===== config.mk =====
export PLATFORM = sky130hd
export DESIGN_NAME = alu2
export DESIGN_NICKNAME = d
export VERILOG_FILES = /design/src/rtl/alu2.sv
export SDC_FILE = /design/constraint.sdc
export NUM_CORES = 1
export LEC_CHECK = 0
export ABC_AREA = 1
export BUFFER_PORTS_ARGS = -buffer_cell sky130_fd_sc_hd__buf_2
export CAP_MARGIN = 20
export CORE_MARGIN = 2
export CORE_UTILIZATION = 36
export CTS_BUF_LIST = sky130_fd_sc_hd__clkbuf_2
export DETAILED_ROUTE_END_ITERATION = 10
export PLACE_DENSITY = 0.54
export SLEW_MARGIN = 0
export SYNTH_ARGS = -nofsm -noshare
export SYNTH_HDL_FRONTEND = slang
export SYNTH_SLANG_ARGS = --single-unit
export TNS_END_PERCENT = 100

===== constraint.sdc =====
create_clock -name clk -period 2.6 [get_ports clk]
set_clock_uncertainty 0.05 [all_clocks]
set_input_delay 0.13 -clock clk [delete_from_list [all_inputs] [get_ports clk]]
set_output_delay 0.13 -clock clk [all_outputs]
set_load 0.005 [all_outputs]

===== src/rtl/alu2.sv =====
// Single-cycle registered ALU: add/sub/logic/shift with carry, zero, negative
// and signed-overflow flags, all updated together one clock after sampling.
module alu2 #(
    parameter int unsigned WIDTH = 16
) (
    input  logic             clk,
    input  logic             rst,
    output logic [WIDTH-1:0] Result,
    input  logic [2:0]       opcode,
    input  logic [WIDTH-1:0] A,
    input  logic [WIDTH-1:0] B,
    output logic             carry,
    output logic             zero,
    output logic             neg,
    output logic             ovf
);

    localparam int unsigned SW = $clog2(WIDTH);

    localparam logic [2:0] OP_ADD = 3'b000;
    localparam logic [2:0] OP_SUB = 3'b001;
    localparam logic [2:0] OP_AND = 3'b010;
    localparam logic [2:0] OP_OR  = 3'b011;
    localparam logic [2:0] OP_XOR = 3'b100;
    localparam logic [2:0] OP_NOT = 3'b101;
    localparam logic [2:0] OP_SHL = 3'b110;
    localparam logic [2:0] OP_SHR = 3'b111;

    logic [SW-1:0]    w_shamt;
    logic [WIDTH:0]   w_sum;
    logic [WIDTH:0]   w_diff;
    logic [WIDTH:0]   w_shl_ext;
    logic [WIDTH:0]   w_shr_ext;
    logic [WIDTH-1:0] w_result;
    logic             w_carry;
    logic             w_ovf;

    assign w_shamt = B[SW-1:0];
    assign w_sum   = {1'b0, A} + {1'b0, B};
    assign w_diff  = {1'b0, A} - {1'b0, B};

    // One guard bit beyond each end captures the last bit shifted out; it
    // stays 0 for a zero shift amount.
    assign w_shl_ext = {1'b0, A} << w_shamt;
    assign w_shr_ext = {A, 1'b0} >> w_shamt;

    always_comb begin
        w_result = '0;
        w_carry  = 1'b0;
        w_ovf    = 1'b0;
        case (opcode)
            OP_ADD: begin
                w_result = w_sum[WIDTH-1:0];
                w_carry  = w_sum[WIDTH];
                w_ovf    = (A[WIDTH-1] == B[WIDTH-1]) && (w_sum[WIDTH-1] != A[WIDTH-1]);
            end
            OP_SUB: begin
                w_result = w_diff[WIDTH-1:0];
                w_carry  = w_diff[WIDTH];
                w_ovf    = (A[WIDTH-1] != B[WIDTH-1]) && (w_diff[WIDTH-1] != A[WIDTH-1]);
            end
            OP_AND: w_result = A & B;
            OP_OR:  w_result = A | B;
            OP_XOR: w_result = A ^ B;
            OP_NOT: w_result = ~A;
            OP_SHL: begin
                w_result = w_shl_ext[WIDTH-1:0];
                w_carry  = w_shl_ext[WIDTH];
            end
            OP_SHR: begin
                w_result = w_shr_ext[WIDTH:1];
                w_carry  = w_shr_ext[0];
            end
        endcase
    end

    always_ff @(posedge clk) begin
        if (rst) begin
            Result <= '0;
            carry  <= 1'b0;
            zero   <= 1'b1;
            neg    <= 1'b0;
            ovf    <= 1'b0;
        end else begin
            Result <= w_result;
            carry  <= w_carry;
            zero   <= (w_result == '0);
            neg    <= w_result[WIDTH-1];
            ovf    <= w_ovf;
        end
    end

endmodule


### Word level (Yosys, flattened, before mapping)

Index checks and enable logic that the tools add are counted.

* flip-flop bits (word level): 20
* input bits: 37
* output and inout port bits: 20
* word-level logic and storage cells: 31

* add/subtract/negate cells: 2
* equality and inequality tests: 11
* shift operators: 2
* mux-type cells: 3
* bitwise gates (word level): 4
* reductions and logical operators: 4

Operators by type and width (number)
* $pmux 16 s8: 1
* $add 16x16->17: 1
* $shl 16x4->17: 1
* $shr 17x4->17: 1
* $sub 16x16->17: 1
* $and 16x16->16: 1
* $logic_not 16->1: 1
* $not 16->16: 1
* $or 16x16->16: 1
* $xor 16x16->16: 1
* $eq 3x3->1 const B: 4
* $eq 3x2->1 const B: 2
* $pmux 1 s4: 1
* $eq 3x1->1 const B: 1
* $logic_not 3->1: 1
* $ne 1x1->1: 3
* $logic_and 1x1->1: 2
* $pmux 1 s2: 1
* $eq 1x1->1: 1

### Logic depth before layout (Yosys ltp)

* depth in word-level cells: 4
* gate-level depth with buffers: 20
* mapped depth without buffers: 18

### Worst setup path after synthesis

Ideal clock, no wire load.

* kind: input port to flip-flop
* start point: in B[2]
* end point: reg zero
* setup time: 0.061 ns
* arrival time: 1.976 ns
* slack: 0.513 ns
* stages: 18
* cells stage by stage: buf_2 -> inv_2 -> buf_2 -> ha_1 -> buf_2 -> a21oi_1 -> nand2_1 -> nand2_1 -> nand2_1 -> nand3_1 -> nand2_1 -> nand2_1 -> nand3_1 -> nand2_1 -> nand2_1 -> nor2_1 -> nand3_1 -> nand2_1

* cells in the longest elaborated chain, start to end: 3

Ends and longest elaborated chain
* from (decl): line 11 `input logic [WIDTH-1:0] B,`
* $sub 16x16->17 (tied with other cells): line 40 `assign w_diff = {1'b0, A} - {1'b0, B};`
* $pmux 16 s8 *: line 51 `case (opcode)`
* $logic_not 16->1 *: line 87 `zero <= (w_result == '0);`
* to (signal assigned): line 87
* to (decl): line 13 `output logic zero,`

Every way passes the cells marked *; elsewhere a longest branch is shown, timed or not.
A chain may end at the register's enable or synchronous reset.

### Worst setup path after layout

* start point: in B[3]
* end point: reg zero

The elaborated chain is that of the path after synthesis.

==> summary.md <==
| Metric | Value |
|---|---|
| Status | `finished, final reports clean` |
| Root Driver | `clkbuf_2` |
| HP Class | `input port to flip-flop` |
| Pwr dens | `between 200 and 300 nW/µm²` |
| Final Hold Vio Count | `0` |
| DR WL/cell | `around 16 µm` |
| Vias/cell | `5.22` |
| Cells after Synth | `just under 1000` |
| WHS | `0.0802 ns` |
| Syn. warnings | `0` |
| Post-synth cell types | `39` |
| Starting DRC count in detailed routing | `467` |
| Initial antenna violation count | `0` |
| Commonest cells post-synth | `298 x nand2_1, 154 x nor2_1, 148 x nand3_1, 124 x inv_1, 49 x ha_1` |
| Critical Path Slowest Stage Cell | `ha_1` |
| Worst Setup Path Type | `input port to flip-flop` |
| Sequential share of the synthesized area | `0.0755` |
| Area leader, netlist | `nand2_1` |
| MaxCap Viol Count | `0` |
| Core area | `13800 µm²` |
| Die height | `122 µm` |
| Count leader, synth | `nand2_1` |
| VDD IR-drop max | `0.0898 mV` |
| Gpl congestion | `about 0.95` |
| Area Overhead vs Synth | `9.26%` |
| Crit share post-route | `0.817` |
| Largest stage delay, worst path | `0.48 ns` |
| Worst Path Required | `2.75 ns` |
| Inserted Clock Buffers | `3` |
| Syn Nets | `1069` |
| CTS sink cnt | `19` |
| Number of global-route vias before repair | `about 5800` |
| Nets | `roughly 1100` |
| # rows | `43` |
| Vias | `6282` |
| Syn Area/Cell | `5.13 µm²` |
| Cts hold-fix bufs | `0` |
| Post-route ant nets | `0` |
| Async set or reset register ratio after synthesis | `0` |
| CP arrival | `2.28 ns` |
| EDFF count, synth | `0` |
| Setup crit end kind | `flip-flop` |
| Final wirelength | `19500 µm` |
| Ports | `57` |
| FMAX | `471 MHz` |
| Die ar. | `about 15000 µm²` |
| Die W | `122 µm` |
| PortBufs | `56` |
| Synth area leaders | `nand2_1 22%, nand3_1 15%, ha_1 12%` |
| Share of the synthesized area in the top cell type | `0.222` |
| Tightest Pin Transition | `~0.53 ns` |
| Static leakage | `3.19 nW` |
| Synth Flop Type | `dfxtp_1` |
| Initial core utilization | `0.366` |
| # setup viols final | `0` |
| Worst-path cell chain | `buf_2, inv_1, ha_1, inv_1, nand2_1, nand2_1, nand2_1, nand3_1, nand2_1, nand3_1, nand2_1, nand3_1, nand2_1, nor2_1, nand2_1, nor2_1, nand3_1, nand2_1` |
| Layout cells sized above 1 | `0.107` |
| Post-route DRC | `0` |
| #FFs+latches synth | `19` |
| CP startpoint kind | `input port` |
| Pin count of the biggest net entering global routing | `41` |
| DRT Pass-1 Iters | `6` |
| Clock buffer depth | `2` |
| Normalized max-slew margin | `0.646` |
| Most used cell, CP | `nand2_1` |
| CTS tree | `done` |
| Final min period | `around 2.1 ns` |
| Maximum fanout along the worst path | `8` |
| Pins Over Slew Limit | `0` |
| First-pass GRT wire length | `30400 µm` |
| DP Wirelength | `16600 µm` |
| Setup_tns | `0 ns` |
| Mapped Area | `5040 µm²` |
| Clk pin slew, worst setup/hold paths | `0.15 ns` |
| Filler cell count | `about 1600` |
| Post-CTS setup buffer count | `0` |
| ANT cells | `0` |
| RSZ-0062 raised after global routing | `false` |
| GRT Overall Usage | `0.262` |
| Grt ovf | `0` |
| H-tree depth | `1` |
| Total power | `between 1 and 1.5 mW` |
| CTS resizes | `0` |
final timing paths:
check                 start               to  cells past startpoint
worst max-delay path   B[3]  zero$_SDFF_PP1_                     18
worst min-delay path    rst   ovf$_SDFF_PP0_                      2
power by group:
part           switching [mW]  total, mW  leakage [nW]  internal [mW]
Sequential            0.00547      0.324         0.157          0.319
Combinational           0.705       1.04          3.01          0.330
Clock                  0.0801      0.121        0.0166         0.0408
Total                   0.791       1.48          3.19          0.689
final cells by class:
type                    count  area, µm²  area share
clock buffers               4       20.0     0.00364
flip-flops and latches     19        380      0.0691
inverters                 130        490      0.0891
repair buffers             78        458      0.0832
multi-input cells         793       3930       0.714
well taps                 180        225      0.0409
critical path, delay by kind of cell:
family                     cells  cell delay (ns)
adders and majority gates      1             0.48
and+or+nand+nor               14             1.19
buffers and inverters          3             0.47
metrics by stage:
step	setup slack, ns	utilization	std cells	cell area, µm²
after global routing	0.264	0.400	1204	5500
after floorplan	0.513	-	981	5040
after detailed placement	0.213	0.398	1200	5480
after global placement	0.222	0.398	1200	5480
after CTS	0.542	0.400	1204	5500
final	0.477	0.400	1204	5500
layout by cell type, fill, tap and decap left out, drive strengths merged:
| cell type | count |
|---|---|
| or2 | 4 |
| nor2 | 160 |
| a211oi | 1 |
| o21ai | 38 |
| nand3b | 2 |
| o21bai | 3 |
| o22ai | 2 |
| xor2 | 2 |
| o2111ai | 2 |
| and2 | 5 |
| ha | 49 |
| clkbuf | 4 |
| a31oi | 2 |
| nand2 | 307 |
| a21o | 1 |
| inv | 130 |
| a21oi | 46 |
| fa | 2 |
| nand4 | 10 |
| dfxtp | 19 |
| nand3 | 151 |
| buf | 78 |
| o211ai | 2 |
| nor3 | 4 |
state kept, by name, summed over array words and instances, names as in the netlist:
| name | count |
|---|---|
| Result | 16 |
| carry | 1 |
| ovf | 1 |
| zero | 1 |
kinds of logic (layout without fill, tap and decap cells):
family	count (synthesis)	count (layout)	share of synthesized area
compound gates	97	97	0.103
simple gates	643	643	0.544
xor+xnor	2	2	0.00348
fa+ha+maj	51	51	0.130
flops	19	19	0.0755
buf+inv	169	212	0.144
metal layers:
metal  vias up  track usage  routed length (µm)
li1       3190            -                   -
met1      2811        0.363                8740
met2       241        0.441                8990
met3        40      0.00604                1220
met4         0       0.0855                 585
met5         -            0                   0
Note: power is estimated with default switching activity, not from simulation.
